[src/rtl/pulse_receiver_pkg.sv]
// Shared types and constants for the pulse receiver: symbol encoding, capture
// FSM states and the duration classifier.
package pulse_receiver_pkg;

   localparam int unsigned SYM_PER_WORD       = 16;
   localparam int unsigned DEFAULT_FIFO_DEPTH = 8;

   typedef logic [1:0] symbol_t;

   typedef enum logic [1:0] {
      IDLE,
      ARM,
      MEASURE
   } state_t;

   // Bit 1 carries the segment level, bit 0 flags a long segment.
   function automatic symbol_t classify(input logic       level,
                                        input logic [7:0] dur,
                                        input logic [7:0] thr_low,
                                        input logic [7:0] thr_high);
      logic [7:0] thr;
      thr = level ? thr_high : thr_low;
      return {level, dur >= thr};
   endfunction

endpackage

[src/rtl/pulse_receiver_word_fifo.sv]
// Synchronous word FIFO; a push into a full FIFO is accepted only when a pop
// happens in the same cycle, otherwise it is dropped and flagged.
module pulse_receiver_word_fifo #(
   parameter int unsigned DEPTH = 8,
   parameter int unsigned WIDTH = 32
) (
   input  logic                     clk,
   input  logic                     rst,
   input  logic                     push,
   input  logic [WIDTH-1:0]         push_data,
   input  logic                     pop,
   output logic [WIDTH-1:0]         head,
   output logic                     empty,
   output logic                     full,
   output logic [$clog2(DEPTH):0]   level,
   output logic                     drop
);

   localparam int unsigned AW = $clog2(DEPTH);
   localparam logic [AW:0] FULL_LEVEL = DEPTH[AW:0];

   logic [WIDTH-1:0] mem [DEPTH];
   logic [AW-1:0]    wr_ptr;
   logic [AW-1:0]    rd_ptr;
   logic             pop_ok;
   logic             push_ok;

   assign empty   = (level == '0);
   assign full    = (level == FULL_LEVEL);
   assign pop_ok  = pop && !empty;
   assign push_ok = push && (!full || pop_ok);
   assign drop    = push && !push_ok;
   assign head    = empty ? '0 : mem[rd_ptr];

   always_ff @(posedge clk) begin
      if (rst) begin
         wr_ptr <= '0;
         rd_ptr <= '0;
         level  <= '0;
      end else begin
         if (push_ok) wr_ptr <= wr_ptr + 1'b1;
         if (pop_ok)  rd_ptr <= rd_ptr + 1'b1;
         case ({push_ok, pop_ok})
            2'b10:   level <= level + 1'b1;
            2'b01:   level <= level - 1'b1;
            default: ;
         endcase
      end
   end

   always_ff @(posedge clk) begin
      if (push_ok) mem[wr_ptr] <= push_data;
   end

endmodule

[src/rtl/tqvp_hx2003_pulse_receiver.sv]
// Edge-timestamping pulse receiver: classifies high/low segments into 2-bit
// symbols, packs 16 per word into a FIFO. Option: PULSE_RECEIVER_GLITCH_FILTER_EN.
module tqvp_hx2003_pulse_receiver
   import pulse_receiver_pkg::*;
#(
   parameter int unsigned FIFO_DEPTH = DEFAULT_FIFO_DEPTH
) (
   input  logic                          clk,
   input  logic                          rst,
   input  logic                          sig_in,
   input  logic                          en,
   input  logic                          invert,
   input  logic [3:0]                    prescaler,
   input  logic [7:0]                    thr_low,
   input  logic [7:0]                    thr_high,
   input  logic [7:0]                    idle_timeout,
   input  logic                          rd_en,
   output logic [31:0]                   rd_data,
   output logic                          rd_valid,
   output logic [$clog2(FIFO_DEPTH):0]   fifo_level,
   output logic [4:0]                    last_len,
   output logic                          word_pulse,
   output logic                          done_pulse,
   output logic                          overflow,
   input  logic                          clr_overflow
);

   state_t       state_q, state_d;
   logic         raw, lvl, prev, edge_det;
   logic [14:0]  div_cnt;
   logic         tick;
   logic [7:0]   dur;
   logic         emit, timeout_hit;
   symbol_t      sym_q, sym_in;
   logic         sym_valid, take, word_done;
   logic [31:0]  acc, word_next, push_word;
   logic [4:0]   nsym, push_len;
   logic         push_req, done_d;
   logic         fifo_empty, fifo_full, fifo_drop;

   assign raw = sig_in ^ invert;

`ifdef PULSE_RECEIVER_GLITCH_FILTER_EN
   logic [1:0] hist;
   always_ff @(posedge clk) begin
      if (rst) hist <= '0;
      else     hist <= {hist[0], raw};
   end
   // prev doubles as the filter's held output: lvl only follows raw once it
   // has matched for the current and two previous cycles.
   assign lvl = (raw == hist[0] && raw == hist[1]) ? raw : prev;
`else
   assign lvl = raw;
`endif

   always_ff @(posedge clk) begin
      if (rst) prev <= 1'b0;
      else     prev <= lvl;
   end
   assign edge_det = (lvl != prev);

   assign tick = ((div_cnt | (15'h7fff << prescaler)) == 15'h7fff);

   always_ff @(posedge clk) begin
      if (rst || !en || state_q == IDLE || edge_det) begin
         div_cnt <= '0;
         dur     <= '0;
      end else begin
         div_cnt <= div_cnt + 1'b1;
         if (tick && dur != 8'hff) dur <= dur + 1'b1;
      end
   end

   always_ff @(posedge clk) begin
      if (rst) state_q <= IDLE;
      else     state_q <= state_d;
   end

   always_comb begin
      state_d     = state_q;
      emit        = 1'b0;
      timeout_hit = 1'b0;
      if (!en) begin
         state_d = IDLE;
      end else begin
         case (state_q)
            IDLE:    state_d = ARM;
            ARM:     if (edge_det) state_d = MEASURE;
            MEASURE: begin
               if (edge_det) begin
                  emit = 1'b1;
               end else if (idle_timeout != '0 && dur == idle_timeout) begin
                  timeout_hit = 1'b1;
                  state_d     = ARM;
               end
            end
            default: state_d = IDLE;
         endcase
      end
   end

   always_ff @(posedge clk) begin
      if (rst || !en) begin
         sym_valid <= 1'b0;
         sym_q     <= '0;
      end else begin
         sym_valid <= emit;
         sym_q     <= classify(prev, dur, thr_low, thr_high);
      end
   end

   // Timeout symbols skip the edge register so the flush lands one cycle sooner.
   assign take      = en && (sym_valid || timeout_hit);
   assign sym_in    = timeout_hit ? classify(lvl, dur, thr_low, thr_high) : sym_q;
   assign word_next = acc | (32'(sym_in) << {nsym[3:0], 1'b0});
   assign word_done = take && (nsym == 5'(SYM_PER_WORD - 1) || timeout_hit);

   always_ff @(posedge clk) begin
      if (rst || !en) begin
         acc  <= '0;
         nsym <= '0;
      end else if (word_done) begin
         acc  <= '0;
         nsym <= '0;
      end else if (take) begin
         acc  <= word_next;
         nsym <= nsym + 1'b1;
      end
   end

   always_ff @(posedge clk) begin
      if (rst) begin
         push_req  <= 1'b0;
         push_word <= '0;
         push_len  <= '0;
      end else begin
         push_req <= word_done;
         if (word_done) begin
            push_word <= word_next;
            push_len  <= nsym + 1'b1;
         end
      end
   end

   always_ff @(posedge clk) begin
      if (rst) begin
         word_pulse <= 1'b0;
         done_d     <= 1'b0;
         done_pulse <= 1'b0;
         last_len   <= '0;
         overflow   <= 1'b0;
      end else begin
         word_pulse <= push_req;
         done_d     <= timeout_hit;
         done_pulse <= done_d;
         if (push_req) last_len <= push_len;
         overflow <= fifo_drop || (overflow && !clr_overflow);
      end
   end

   pulse_receiver_word_fifo #(
      .DEPTH (FIFO_DEPTH),
      .WIDTH (32)
   ) u_fifo (
      .clk       (clk),
      .rst       (rst),
      .push      (push_req),
      .push_data (push_word),
      .pop       (rd_en),
      .head      (rd_data),
      .empty     (fifo_empty),
      .full      (fifo_full),
      .level     (fifo_level),
      .drop      (fifo_drop)
   );

   assign rd_valid = !fifo_empty;

endmodule
[config.mk]
export PLATFORM = sky130hd
export DESIGN_NAME = tqvp_hx2003_pulse_receiver
export DESIGN_NICKNAME = d
export VERILOG_FILES = /design/src/rtl/pulse_receiver_pkg.sv /design/src/rtl/pulse_receiver_word_fifo.sv /design/src/rtl/tqvp_hx2003_pulse_receiver.sv
export SDC_FILE = /design/constraint.sdc
export NUM_CORES = 1
export LEC_CHECK = 0
export CELL_PAD_IN_SITES_DETAIL_PLACEMENT = 1
export CELL_PAD_IN_SITES_GLOBAL_PLACEMENT = 1
export CORE_MARGIN = 3
export CORE_UTILIZATION = 49
export DETAILED_ROUTE_END_ITERATION = 12
export DONT_BUFFER_PORTS = 1
export PLACE_DENSITY_LB_ADDON = 0.1
export SETUP_SLACK_MARGIN = 0.05
export SYNTH_ARGS = -nofsm -noshare
export SYNTH_HDL_FRONTEND = slang
export SYNTH_SLANG_ARGS = --single-unit
[constraint.sdc]
create_clock -name clk -period 5.21 [get_ports clk]
set_input_delay 1.563 -clock clk [delete_from_list [all_inputs] [get_ports clk]]
set_output_delay 1.563 -clock clk [all_outputs]
set_load 0.02 [all_outputs]
==> results.cfg <==
[run_status]
status = complete, no violations

[setup_path]
required_ns = 3.65
worst_setup_path_end_kind = output port
path_buf_inv = 1
crit_fanout = 26
cp_cell_sequence = buf_4 -> mux4_2 -> mux2i_1 -> nor2_1
start_kind = flop
cp_top_family = multiplexers
crit_type = reg -> out
critical_path_arrival_ns = 2.50
critPathSlowestCell = dfxtp_4
max_stage_delay_ns = 0.69

[cells_and_area]
insertedDiodeCount = 0
fin_util = 0.554
seq_area_sq_um = 10200
fillers = 3018
final_nets = 1167
multi_input_comb_area_sq_um = 5280
fin_cells = 1539
drive_gt1_frac = 0.162
final_cell_area_sq_um = 17500
area_growth_pct = 10.9

[sta]
whs_ns = 0.453
period_needed_ns = 4.06
period_share = 0.780
relSlewSlack = 0.258
max_slew.worst_pin.slew_ns = 1.10
clock.fmax_mhz = 246
rsz0062_at_grt = no
hold_viol = 0
tns_ns = 0
maxSlewViolCount = 0
final.setup_skew_ns = 0.0183
setup-violations-final = 0

[run]
drv_cap = 0

[floorplan]
die-area_sq_um = 34400
chipHeight_um = 186
dieWidth_um = 186
rows = 65
coreArea_sq_um = 31600
io_pins = 80
start_util = 0.500

[drt]
route.detailed.drc = 0
first_pass_iters = 4
vias = 8894
antenna_left = 0
wl_mm = 34.8
drt-vias-per-instance = 5.78
drt_iter0_drc = 589
wire_per_inst_um = 22.6

[yosys]
synth_top_area_frac = 0.486
synth_edf_count = 256
ys_seq_area_frac = 0.646
syn_area_sq_um = 15800
synth_seq_cells = 382
synth_area_leader_cell = edfxtp_1
synth_area_per_cell_sq_um = 14.3
synth-async-reset-ratio = 0
synthDistinctLibCells = 63
synth.net_count = 1162
synth_ff_type = edfxtp_1
yosysWarnings = 0
synthCells = 1102
ys_top_cells_by_area = edfxtp_1, dfxtp_1, mux4_2

[global_routing]
grt_use_total = 0.207
antenna_found_initial = 0
grt_pass1_vias = 9473
grt.overflow.total = 0
grt_pass1_wl_mm = 55.1
grt_max_degree = 63

[cts]
htree_levels = 2
clock_path_buffers = 3
clkLatencyLatePin_ns = 0.53
cts_buffers = 40
cts_tree = done
cts_setup_buffers = 0
cts_root_buf = clkbuf_16
cts_hold_buffers = 0
clock-sinks = 382
ctsResizeCount = 0
cts.clk_slew.worst_paths_ns = 0.06

[placed_design]
port_buffers = 0
placedCellCount = 1467
gp_congestion = 0.747
dp_hpwl_mm = 22.4
dpl_cell_area_sq_um = 16200

[power]
cellLeakagePower_nw = 5.40
ir_worst_vdd_mv = 0.219
p_per_area_nw_per_um2 = 380

[hold_path]
hold_class = reg -> reg
[placed cells by master, fill, tap and decap left out, types with 3 or more instances in the layout]
master | synthesis | final
nor3_2 | 2 | 4
o21ai_0 | 17 | 17
a21boi_0 | 10 | 10
edfxtp_1 | 256 | 256
o22ai_1 | 3 | 3
a211oi_1 | 20 | 20
buf_4 | 0 | 20
a21o_1 | 5 | 5
a21oi_1 | 63 | 63
or3_1 | 3 | 3
inv_1 | 15 | 15
xor2_1 | 17 | 17
nor3_1 | 23 | 21
nor4_4 | 2 | 3
ha_1 | 24 | 24
and3_1 | 7 | 7
nor2_4 | 1 | 7
xnor2_1 | 15 | 15
nor3b_1 | 6 | 6
a211oi_2 | 7 | 7
mux2i_1 | 53 | 53
nor2_1 | 150 | 144
clkbuf_16 | 0 | 40
a31o_2 | 3 | 3
nand2_1 | 58 | 58
o21bai_1 | 18 | 18
dfxtp_1 | 126 | 123
and2_1 | 4 | 4
nor2b_1 | 6 | 6
clkbuf_1 | 29 | 16
nand4_1 | 8 | 8
mux4_2 | 64 | 64
nand3_1 | 12 | 12
nand2b_1 | 11 | 10
clkbuf_8 | 6 | 8
[final timing paths]
check | startpoint | end | slack (ns) | cells after the start
worst max-delay path | flop | rd_data[16] | 1.15 | 4
worst min-delay path | acc[30] | acc[30] | 0.45 | 2
worst max register to register | u_fifo.level[0] | u_fifo.level[3] | 1.78 | 11
worst min register to register | acc[30] | acc[30] | 0.45 | 2
[final cells by class]
cell class / instances / area share
clock buffer: 66 / 0.0675
clock inverter: 6 / 0.00571
inverter: 15 / 0.00321
multi-input combinational: 646 / 0.301
sequential: 382 / 0.583
tap: 402 / 0.0287
timing repair buffer: 22 / 0.0109
[cell usage after synthesis, types with 3 or more instances]
cell        n
nand2b_1   11
nand3_1    12
and2_1      4
a211oi_2    7
mux4_2     64
clkbuf_1   29
inv_1      15
clkbuf_8    6
a21o_1      5
nor3_1     23
mux2i_1    53
nand2_1    58
edfxtp_1  256
o21bai_1   18
buf_1       6
and3_1      7
a21boi_0   10
o22ai_1     3
nor2_1    150
nor3b_1     6
buf_2      12
a21oi_1    63
or3_1       3
o21ai_0    17
a31o_2      3
nor2b_1     6
nand4_1     8
xor2_1     17
xnor2_1    15
ha_1       24
nor4_2      3
buf_6       4
dfxtp_1   126
a211oi_1   20
[metrics by stage]
stage,worst slack [ns],power [mW]
6_report,1.15,6.65
5_1_grt,0.952,6.92
4_1_cts,1.06,6.74
3_5_place_dp,0.997,3.96
3_3_place_gp,1.05,3.95
2_1_floorplan,0.371,3.79
[power by group]
group | switching, mW | leakage [nW] | internal, mW | total [mW]
sequential | 0.0968 | 3.24 | 3.22 | 3.31
clock | 1.12 | 0.618 | 1.65 | 2.77
combinational | 0.322 | 1.55 | 0.246 | 0.568
[flip-flops by register name, indices dropped and copies added (netlist names), 4 cells and up, named ones only]
name,count
push_word,32
div_cnt,15
nsym,5
last_len,5
push_len,5
dur,8
acc,32
u_fifo.mem,256
u_fifo.level,4
[metal layers]
layer | vias to the layer above | share of wire | GRT usage
li1 | 4143 | - | -
met1 | 4547 | 0.45 | 0.280
met2 | 166 | 0.49 | 0.353
met3 | 38 | 0.045 | 0.0410
met4 | 0 | 0.014 | 0.0414
met5 | - | 0 | 0
[worst min-delay path, cell delays in order, from the launching register on]
cell and delay (ns):
dfxtp_1 0.31, nand2_1 0.05, o21ai_1 0.05
[kinds of logic after synthesis]
family                   share of synthesized area
AND/OR/NAND/NOR                             0.0924
AO/OA/AOI/OAI                               0.0680
adder cells (fa/ha/maj)                     0.0203
XOR/XNOR                                    0.0205
multiplexers                                 0.129
flip-flops                                   0.646
buffers and inverters                       0.0244
No activity file was read; power rests on OpenSTA's default activity.
